`config.mk`:
```
export PLATFORM = sky130hd
export DESIGN_NAME = cp_dmem_dma
export DESIGN_NICKNAME = d
export VERILOG_FILES = /design/src/rtl/cp_dmem_dma_pkg.sv /design/src/rtl/cp_dma_fifo.sv /design/src/rtl/cp_dmem_dma.sv
export SDC_FILE = /design/constraint.sdc
export NUM_CORES = 1
export LEC_CHECK = 0
export CORE_UTILIZATION = 25
export CTS_BUF_LIST = sky130_fd_sc_hd__clkbuf_4 sky130_fd_sc_hd__clkbuf_8 sky130_fd_sc_hd__clkbuf_16
export DETAILED_ROUTE_END_ITERATION = 8
export GPL_TIMING_DRIVEN = 0
export HOLD_SLACK_MARGIN = 0.15
export PLACE_DENSITY_LB_ADDON = 0.12
export SLEW_MARGIN = 30
export SYNTH_ARGS = -nofsm -noshare
export SYNTH_HDL_FRONTEND = slang
export SYNTH_SLANG_ARGS = --single-unit
```
`constraint.sdc`:
```
create_clock -name iClk -period 6.3 [get_ports iClk]
set_input_delay 1.26 -clock iClk [delete_from_list [all_inputs] [get_ports iClk]]
set_output_delay 1.26 -clock iClk [all_outputs]
set_load 0.01 [all_outputs]
```
`src/rtl/cp_dmem_dma_pkg.sv`:
```
// Shared definitions for the CP data-memory DMA front-end: default widths,
// FSM state encodings and a small address helper.
package cp_dmem_dma_pkg;

    localparam int CP_DATA_WIDTH       = 32;
    localparam int CP_D_MEM_ADDR_WIDTH = 16;
    localparam int CP_DMA_LEN_WIDTH    = 16;
    localparam int CP_DMA_FIFO_DEPTH   = 4;

    typedef enum logic [2:0] {
        DMA_IDLE  = 3'd0,
        DMA_WRITE = 3'd1,
        DMA_READ  = 3'd2,
        DMA_DRAIN = 3'd3,
        DMA_DONE  = 3'd4
    } dmaState_t;

    function automatic logic isWordAligned(input logic [1:0] lowBits);
        return (lowBits == 2'b00);
    endfunction

endpackage

```
`src/rtl/cp_dma_fifo.sv`:
```
// Read-return FIFO for the DMA: async-reset pointers, unreset storage.
// The head word reads as zero while empty so nothing stale leaks out.
module cp_dma_fifo #(
    parameter int DATA_WIDTH = 32,
    parameter int FIFO_DEPTH = 4
) (
    input  logic                          iClk,
    input  logic                          iReset_n,
    input  logic                          push,
    input  logic                          pop,
    input  logic [DATA_WIDTH-1:0]         din,
    output logic [DATA_WIDTH-1:0]         dout,
    output logic [$clog2(FIFO_DEPTH):0]   count,
    output logic                          empty
);

    localparam int PTR_W = $clog2(FIFO_DEPTH);
    localparam int CNT_W = PTR_W + 1;
    localparam logic [CNT_W-1:0] FULL_COUNT = CNT_W'(FIFO_DEPTH);

    logic [DATA_WIDTH-1:0] storage [FIFO_DEPTH];
    logic [PTR_W-1:0]      wrPtr;
    logic [PTR_W-1:0]      rdPtr;

    always_ff @(posedge iClk) begin
        if (push) begin
            storage[wrPtr] <= din;
        end
    end

    always_ff @(posedge iClk or negedge iReset_n) begin
        if (!iReset_n) begin
            wrPtr <= '0;
            rdPtr <= '0;
            count <= '0;
        end else begin
            if (push) wrPtr <= wrPtr + PTR_W'(1);
            if (pop)  rdPtr <= rdPtr + PTR_W'(1);
            case ({push, pop})
                2'b10:   count <= count + CNT_W'(1);
                2'b01:   count <= count - CNT_W'(1);
                default: count <= count;
            endcase
        end
    end

    assign empty = (count == '0);
    assign dout  = empty ? '0 : storage[rdPtr];

    // The DMA issues reads only against free credit, so these can never fire.
    popOnEmpty: assert property (@(posedge iClk) disable iff (!iReset_n) !(pop && empty));
    pushOnFull: assert property (@(posedge iClk) disable iff (!iReset_n) !(push && (count == FULL_COUNT)));

endmodule

```
`src/rtl/cp_dmem_dma.sv`:
```
// Word-streaming DMA driving the bus port of the CP data memory.
// Handshakes: a beat/command transfers on a rising clock edge where valid and ready are both high.
module cp_dmem_dma
    import cp_dmem_dma_pkg::*;
#(
    parameter int DATA_WIDTH = CP_DATA_WIDTH,
    parameter int ADDR_WIDTH = CP_D_MEM_ADDR_WIDTH,
    parameter int LEN_WIDTH  = CP_DMA_LEN_WIDTH,
    parameter int FIFO_DEPTH = CP_DMA_FIFO_DEPTH
) (
    input  logic                  iClk,
    input  logic                  iReset_n,
    input  logic                  iCmd_Valid,
    output logic                  oCmd_Ready,
    input  logic                  iCmd_Write,
    input  logic [ADDR_WIDTH-1:0] iCmd_Address,
    input  logic [LEN_WIDTH-1:0]  iCmd_Length,
    input  logic                  iWr_Valid,
    output logic                  oWr_Ready,
    input  logic [DATA_WIDTH-1:0] iWr_Data,
    output logic                  oRd_Valid,
    input  logic                  iRd_Ready,
    output logic [DATA_WIDTH-1:0] oRd_Data,
    output logic                  oBusy,
    output logic                  oDone,
    output logic                  oError,
    output logic                  oMem_Valid,
    output logic [ADDR_WIDTH-1:0] oMem_Address,
    output logic [DATA_WIDTH-1:0] oMem_Write_Data,
    output logic                  oMem_Write_Enable,
    input  logic [DATA_WIDTH-1:0] iMem_Read_Data,
    output logic [2:0]            oDbg_State
);

    localparam int CNT_W = $clog2(FIFO_DEPTH) + 1;
    localparam logic [CNT_W:0] CREDIT_LIMIT = (CNT_W + 1)'(FIFO_DEPTH);

    dmaState_t             state;
    dmaState_t             stateNext;
    logic [ADDR_WIDTH-1:0] addrReg;
    logic [LEN_WIDTH-1:0]  remaining;
    logic [1:0]            outstanding;
    logic                  errFlag;
    logic                  cmdEnable;
    logic                  rdSample;

    logic                  memValid;
    logic                  memWriteEn;
    logic [ADDR_WIDTH-1:0] memAddr;
    logic [DATA_WIDTH-1:0] memWriteData;

    logic                  cmdFire;
    logic                  cmdAligned;
    logic                  wrFire;
    logic                  rdIssue;
    logic                  rdPop;
    logic [CNT_W-1:0]      fifoCount;
    logic                  fifoEmpty;
    logic [CNT_W:0]        creditUsed;

    assign cmdAligned = isWordAligned(iCmd_Address[1:0]);
    assign cmdFire    = oCmd_Ready && iCmd_Valid;
    assign wrFire     = oWr_Ready && iWr_Valid;
    assign rdPop      = oRd_Valid && iRd_Ready;

    // Words already in the FIFO plus reads still in the memory pipeline.
    assign creditUsed = {1'b0, fifoCount} + {{(CNT_W - 1){1'b0}}, outstanding};
    assign rdIssue    = (state == DMA_READ) && (remaining != '0) && (creditUsed < CREDIT_LIMIT);

    always_ff @(posedge iClk or negedge iReset_n) begin
        if (!iReset_n) begin
            state <= DMA_IDLE;
        end else begin
            state <= stateNext;
        end
    end

    always_comb begin
        stateNext = state;
        case (state)
            DMA_IDLE: begin
                if (cmdFire) begin
                    if (!cmdAligned || (iCmd_Length == '0)) begin
                        stateNext = DMA_DONE;
                    end else if (iCmd_Write) begin
                        stateNext = DMA_WRITE;
                    end else begin
                        stateNext = DMA_READ;
                    end
                end
            end
            // remaining hits zero during the cycle that carries the final access
            DMA_WRITE: if (remaining == '0) stateNext = DMA_DONE;
            DMA_READ:  if (remaining == '0) stateNext = DMA_DRAIN;
            DMA_DRAIN: if ((outstanding == 2'd0) && fifoEmpty) stateNext = DMA_DONE;
            DMA_DONE:  stateNext = DMA_IDLE;
            default:   stateNext = DMA_IDLE;
        endcase
    end

    always_ff @(posedge iClk or negedge iReset_n) begin
        if (!iReset_n) begin
            addrReg      <= '0;
            remaining    <= '0;
            errFlag      <= 1'b0;
            cmdEnable    <= 1'b0;
            outstanding  <= 2'd0;
            rdSample     <= 1'b0;
            memValid     <= 1'b0;
            memWriteEn   <= 1'b0;
            memAddr      <= '0;
            memWriteData <= '0;
        end else begin
            cmdEnable <= 1'b1;
            if (cmdFire) begin
                addrReg   <= iCmd_Address;
                remaining <= cmdAligned ? iCmd_Length : '0;
                errFlag   <= !cmdAligned;
            end else if (wrFire || rdIssue) begin
                addrReg   <= addrReg + ADDR_WIDTH'(4);
                remaining <= remaining - LEN_WIDTH'(1);
            end

            memValid   <= wrFire || rdIssue;
            memWriteEn <= wrFire;
            if (wrFire || rdIssue) memAddr <= addrReg;
            if (wrFire) memWriteData <= iWr_Data;

            // Memory returns read data one cycle after the registered request.
            rdSample <= memValid && !memWriteEn;

            case ({rdIssue, rdSample})
                2'b10:   outstanding <= outstanding + 2'd1;
                2'b01:   outstanding <= outstanding - 2'd1;
                default: outstanding <= outstanding;
            endcase
        end
    end

    cp_dma_fifo #(
        .DATA_WIDTH (DATA_WIDTH),
        .FIFO_DEPTH (FIFO_DEPTH)
    ) uFifo (
        .iClk     (iClk),
        .iReset_n (iReset_n),
        .push     (rdSample),
        .pop      (rdPop),
        .din      (iMem_Read_Data),
        .dout     (oRd_Data),
        .count    (fifoCount),
        .empty    (fifoEmpty)
    );

    assign oCmd_Ready        = (state == DMA_IDLE) && cmdEnable;
    assign oWr_Ready         = (state == DMA_WRITE) && (remaining != '0);
    assign oRd_Valid         = !fifoEmpty;
    assign oBusy             = (state != DMA_IDLE);
    assign oDone             = (state == DMA_DONE);
    assign oError            = (state == DMA_DONE) && errFlag;
    assign oMem_Valid        = memValid;
    assign oMem_Address      = memAddr;
    assign oMem_Write_Data   = memWriteData;
    assign oMem_Write_Enable = memWriteEn;
    assign oDbg_State        = state;

endmodule

```
==> results.sh <==
export IMPL_status="finished clean"
export IMPL_postRouteAntennaNets=0
export IMPL_final_util_pct=34.7
export IMPL_numCtsBuffers=27
export IMPL_ys_seq_area_share_pct=64.6
export IMPL_min_period_over_period_pct=70.6
export IMPL_fp_row_count=71
export IMPL_io_pins=193
export IMPL_fin_ws_ns=1.85
export IMPL_grt_overflow_total=0
export IMPL_drive_gt1_share_pct=15.4
export IMPL_gp_congestion=0.762
export IMPL_synth_most_common_cell="edfxtp_1"
export IMPL_rsz0062_at_grt="no"
export IMPL_postSynthAreaPerCell_sq_um=14.7
export IMPL_worstPathCellList="clkbuf_1 > buf_1 > mux4_2 > and2_1 > clkdlybuf4s50_1"
export IMPL_cts_resized_gates=0
export IMPL_slew_headroom_pct=42.5
export IMPL_drtIter0Drc=252
export IMPL_powerDensity_nw_per_um2=461
export IMPL_worstHoldPathType="register to register"
export IMPL_syn_area_sq_um=9710
export IMPL_synth_xor_area_share_pct=1.35
export IMPL_grt_max_degree=53
export IMPL_dieHeight_microns=199
export IMPL_vdd_drop_max_mv=0.192
export IMPL_slew_viol_final=0
export IMPL_met1Wirelength_microns=11300
export IMPL_post_cts_buffers=0
export IMPL_cp_required_ns=5.04
export IMPL_synth_top_area_share_pct=39.6
export IMPL_via_count=6204
export IMPL_dr_wl_met3_microns=1680
export IMPL_antenna_found_initial=1
export IMPL_crit_type="register to primary output"
export IMPL_synth_edf_count=128
export IMPL_dpl_hpwl_microns=16400
export IMPL_wl_per_cell_microns=17.4
export IMPL_leakagePower_nw=4.94
export IMPL_clock_latency_ns=0.54
export IMPL_finalInstanceArea_sq_um=13200
export IMPL_synth_compound_area_share_pct=5.50
export IMPL_nNetsFinal=998
export IMPL_dieArea_sq_um=39600
export IMPL_cp_arrival_ns=3.19
export IMPL_cts_tree="yes"
export IMPL_grt_pass1_wl_microns=38300
export IMPL_synthTopCellsByArea="edfxtp_1 40%, dfrtp_1 25%, mux4_2 7.4%"
export IMPL_routed_wl_met2_microns=11200
export IMPL_place_area_sq_um=12300
export IMPL_cts_htree_levels=1
export IMPL_crit_slowest_cell="buf_1"
export IMPL_cts_root_buf="clkbuf_16"
export IMPL_cts_buffer_depth=3
export IMPL_hold_buffers=0
export IMPL_portBuffers=192
export IMPL_synth_cell_type_count=67
export IMPL_finalSetupViolCount=0
export IMPL_yosys_area_share_simple_pct=12.3
export IMPL_synth_nets=775
export IMPL_cp_max_fo=10
export IMPL_dp_slack_ns=2.27
export IMPL_diodes=0
export IMPL_wl_microns=24700
export IMPL_path_clk_slew_ns=0.06
export IMPL_yosys_area_top_type="edfxtp_1"
export IMPL_dp_cells=1368
export IMPL_yosysWarnings=0
export IMPL_crit_path_start_kind="register"
export IMPL_die_x_microns=199
export IMPL_syn_inst=663
export IMPL_area_delta_synth_final_pct=35.4
export IMPL_final_hold_violation_count=0
export IMPL_synth_flop_cell="edfxtp_1"
export IMPL_synth_area_mux_share_pct=12.3
export IMPL_max_cap_viol_count=0
export IMPL_netlist_top_cells_count="128 x edfxtp_1, 97 x dfrtp_1, 87 x nand2_1"
export IMPL_drc=0
export IMPL_top_layer="met5"
export IMPL_clock_fmax_mhz=225
export IMPL_min_period_ns=4.45
export IMPL_layout_cells_non_filler=1415
export IMPL_clkSinkCount=225
export IMPL_clock_skew_ns=0.0179
export IMPL_grt_usage_pct=12.6
export IMPL_vias_per_cell=4.38
export IMPL_async_flop_share_pct=43.1
export IMPL_crit_path_end_kind="primary output"
export IMPL_start_util_pct=25.6
export IMPL_first_global_vias=6659
export IMPL_synth_seq_cells=225
export IMPL_coreArea_sq_um=37900
export IMPL_power_mw=6.07
export IMPL_drt_first_pass_iters=4
export IMPL_slowest_delay_ns=0.71
export IMPL_tightest_slew_ns=0.863
export IMPL_synthAdderAreaFrac_pct=1.37
export IMPL_synth_top_family_by_area="simple AND/OR/NAND/NOR gates"
==> cell families after synthesis <==
family                   after synthesis
AO/OA/AOI/OAI                         74
XOR/XNOR                              15
adder cells (fa/ha/maj)               10
buffers and inverters                 46
flip-flops                           225
multiplexers                          64
other                                  1
AND/OR/NAND/NOR                      228
==> flip-flops by register name, summed over array words and instances (netlist names), 3 cells and up <==
register / cells
oMem_Address: 16
remaining: 16
addrReg: 16
oMem_Write_Data: 32
oDbg_State: 3
uFifo.storage: 128
uFifo.count: 3
==> through the flow <==
stage	hold WS [ns]	setup TNS [ns]
2_1_floorplan	0.439	0
3_3_place_gp	0.459	-27.53
3_5_place_dp	0.462	0
4_1_cts	0.480	0
5_1_grt	0.501	0
6_report	0.478	0
==> placed cells by master, fill, tap and decap left out, types with 15 or more instances in the layout <==
master,netlist,final
o21ai_0,15,15
dfrtp_1,97,97
clkbuf_1,17,17
mux4_2,32,32
clkdlybuf4s50_1,0,191
nor2_1,22,22
edfxtp_1,128,128
and2_1,46,42
mux2_4,29,29
nand3_1,18,18
clkbuf_16,0,27
nand2_1,87,87
==> report_power, final <==
| part | switching (mW) | total (mW) | internal (mW) |
|---|---|---|---|
| clock | 0.606 | 1.44 | 0.835 |
| combinational | 1.13 | 2.47 | 1.34 |
| sequential | 0.241 | 2.16 | 1.91 |
| total | 1.98 | 6.07 | 4.09 |
==> worst max-delay path, delay by kind of cell, from the launching register on <==
kind	cells	cell delay [ns]
buffers and inverters	3	1.56
DFF	1	0.32
muxes	1	0.58
and+or+nand+nor	1	0.20
==> metal layers <==
layer | vias to the layer above | GRT usage, %
met1 | 3076 | 16.9
met4 | 2 | 3.11
met5 | - | 0
met3 | 34 | 3.44
li1 | 2922 | -
met2 | 170 | 20.0
==> final timing paths <==
check | startpoint | end | slack [ns] | cells after the start
min reg2reg | addrReg[0] | oMem_Address[0] | 0.48 | 2
max | uFifo.rdPtr[0] | oRd_Data[30] | 1.85 | 5
max reg2reg | remaining[0] | remaining[15] | 3.38 | 9
min | addrReg[0] | oMem_Address[0] | 0.48 | 2
max in group asynchronous | iReset_n | addrReg[10] | 5.09 | 2
min in group asynchronous | iReset_n | remaining[8] | 0.61 | 1
==> layout make-up <==
class / instances / area [sq um]
sequential: 225 / 6270
fill: 3734 / 24800
multi-input combinational: 392 / 3190
buffer: 35 / 215
timing repair buffer: 194 / 1970
clock inverter: 11 / 68.8
clock buffer: 36 / 749
inverter: 11 / 41.3
tap: 511 / 639
(Power assumes the default switching activity.)
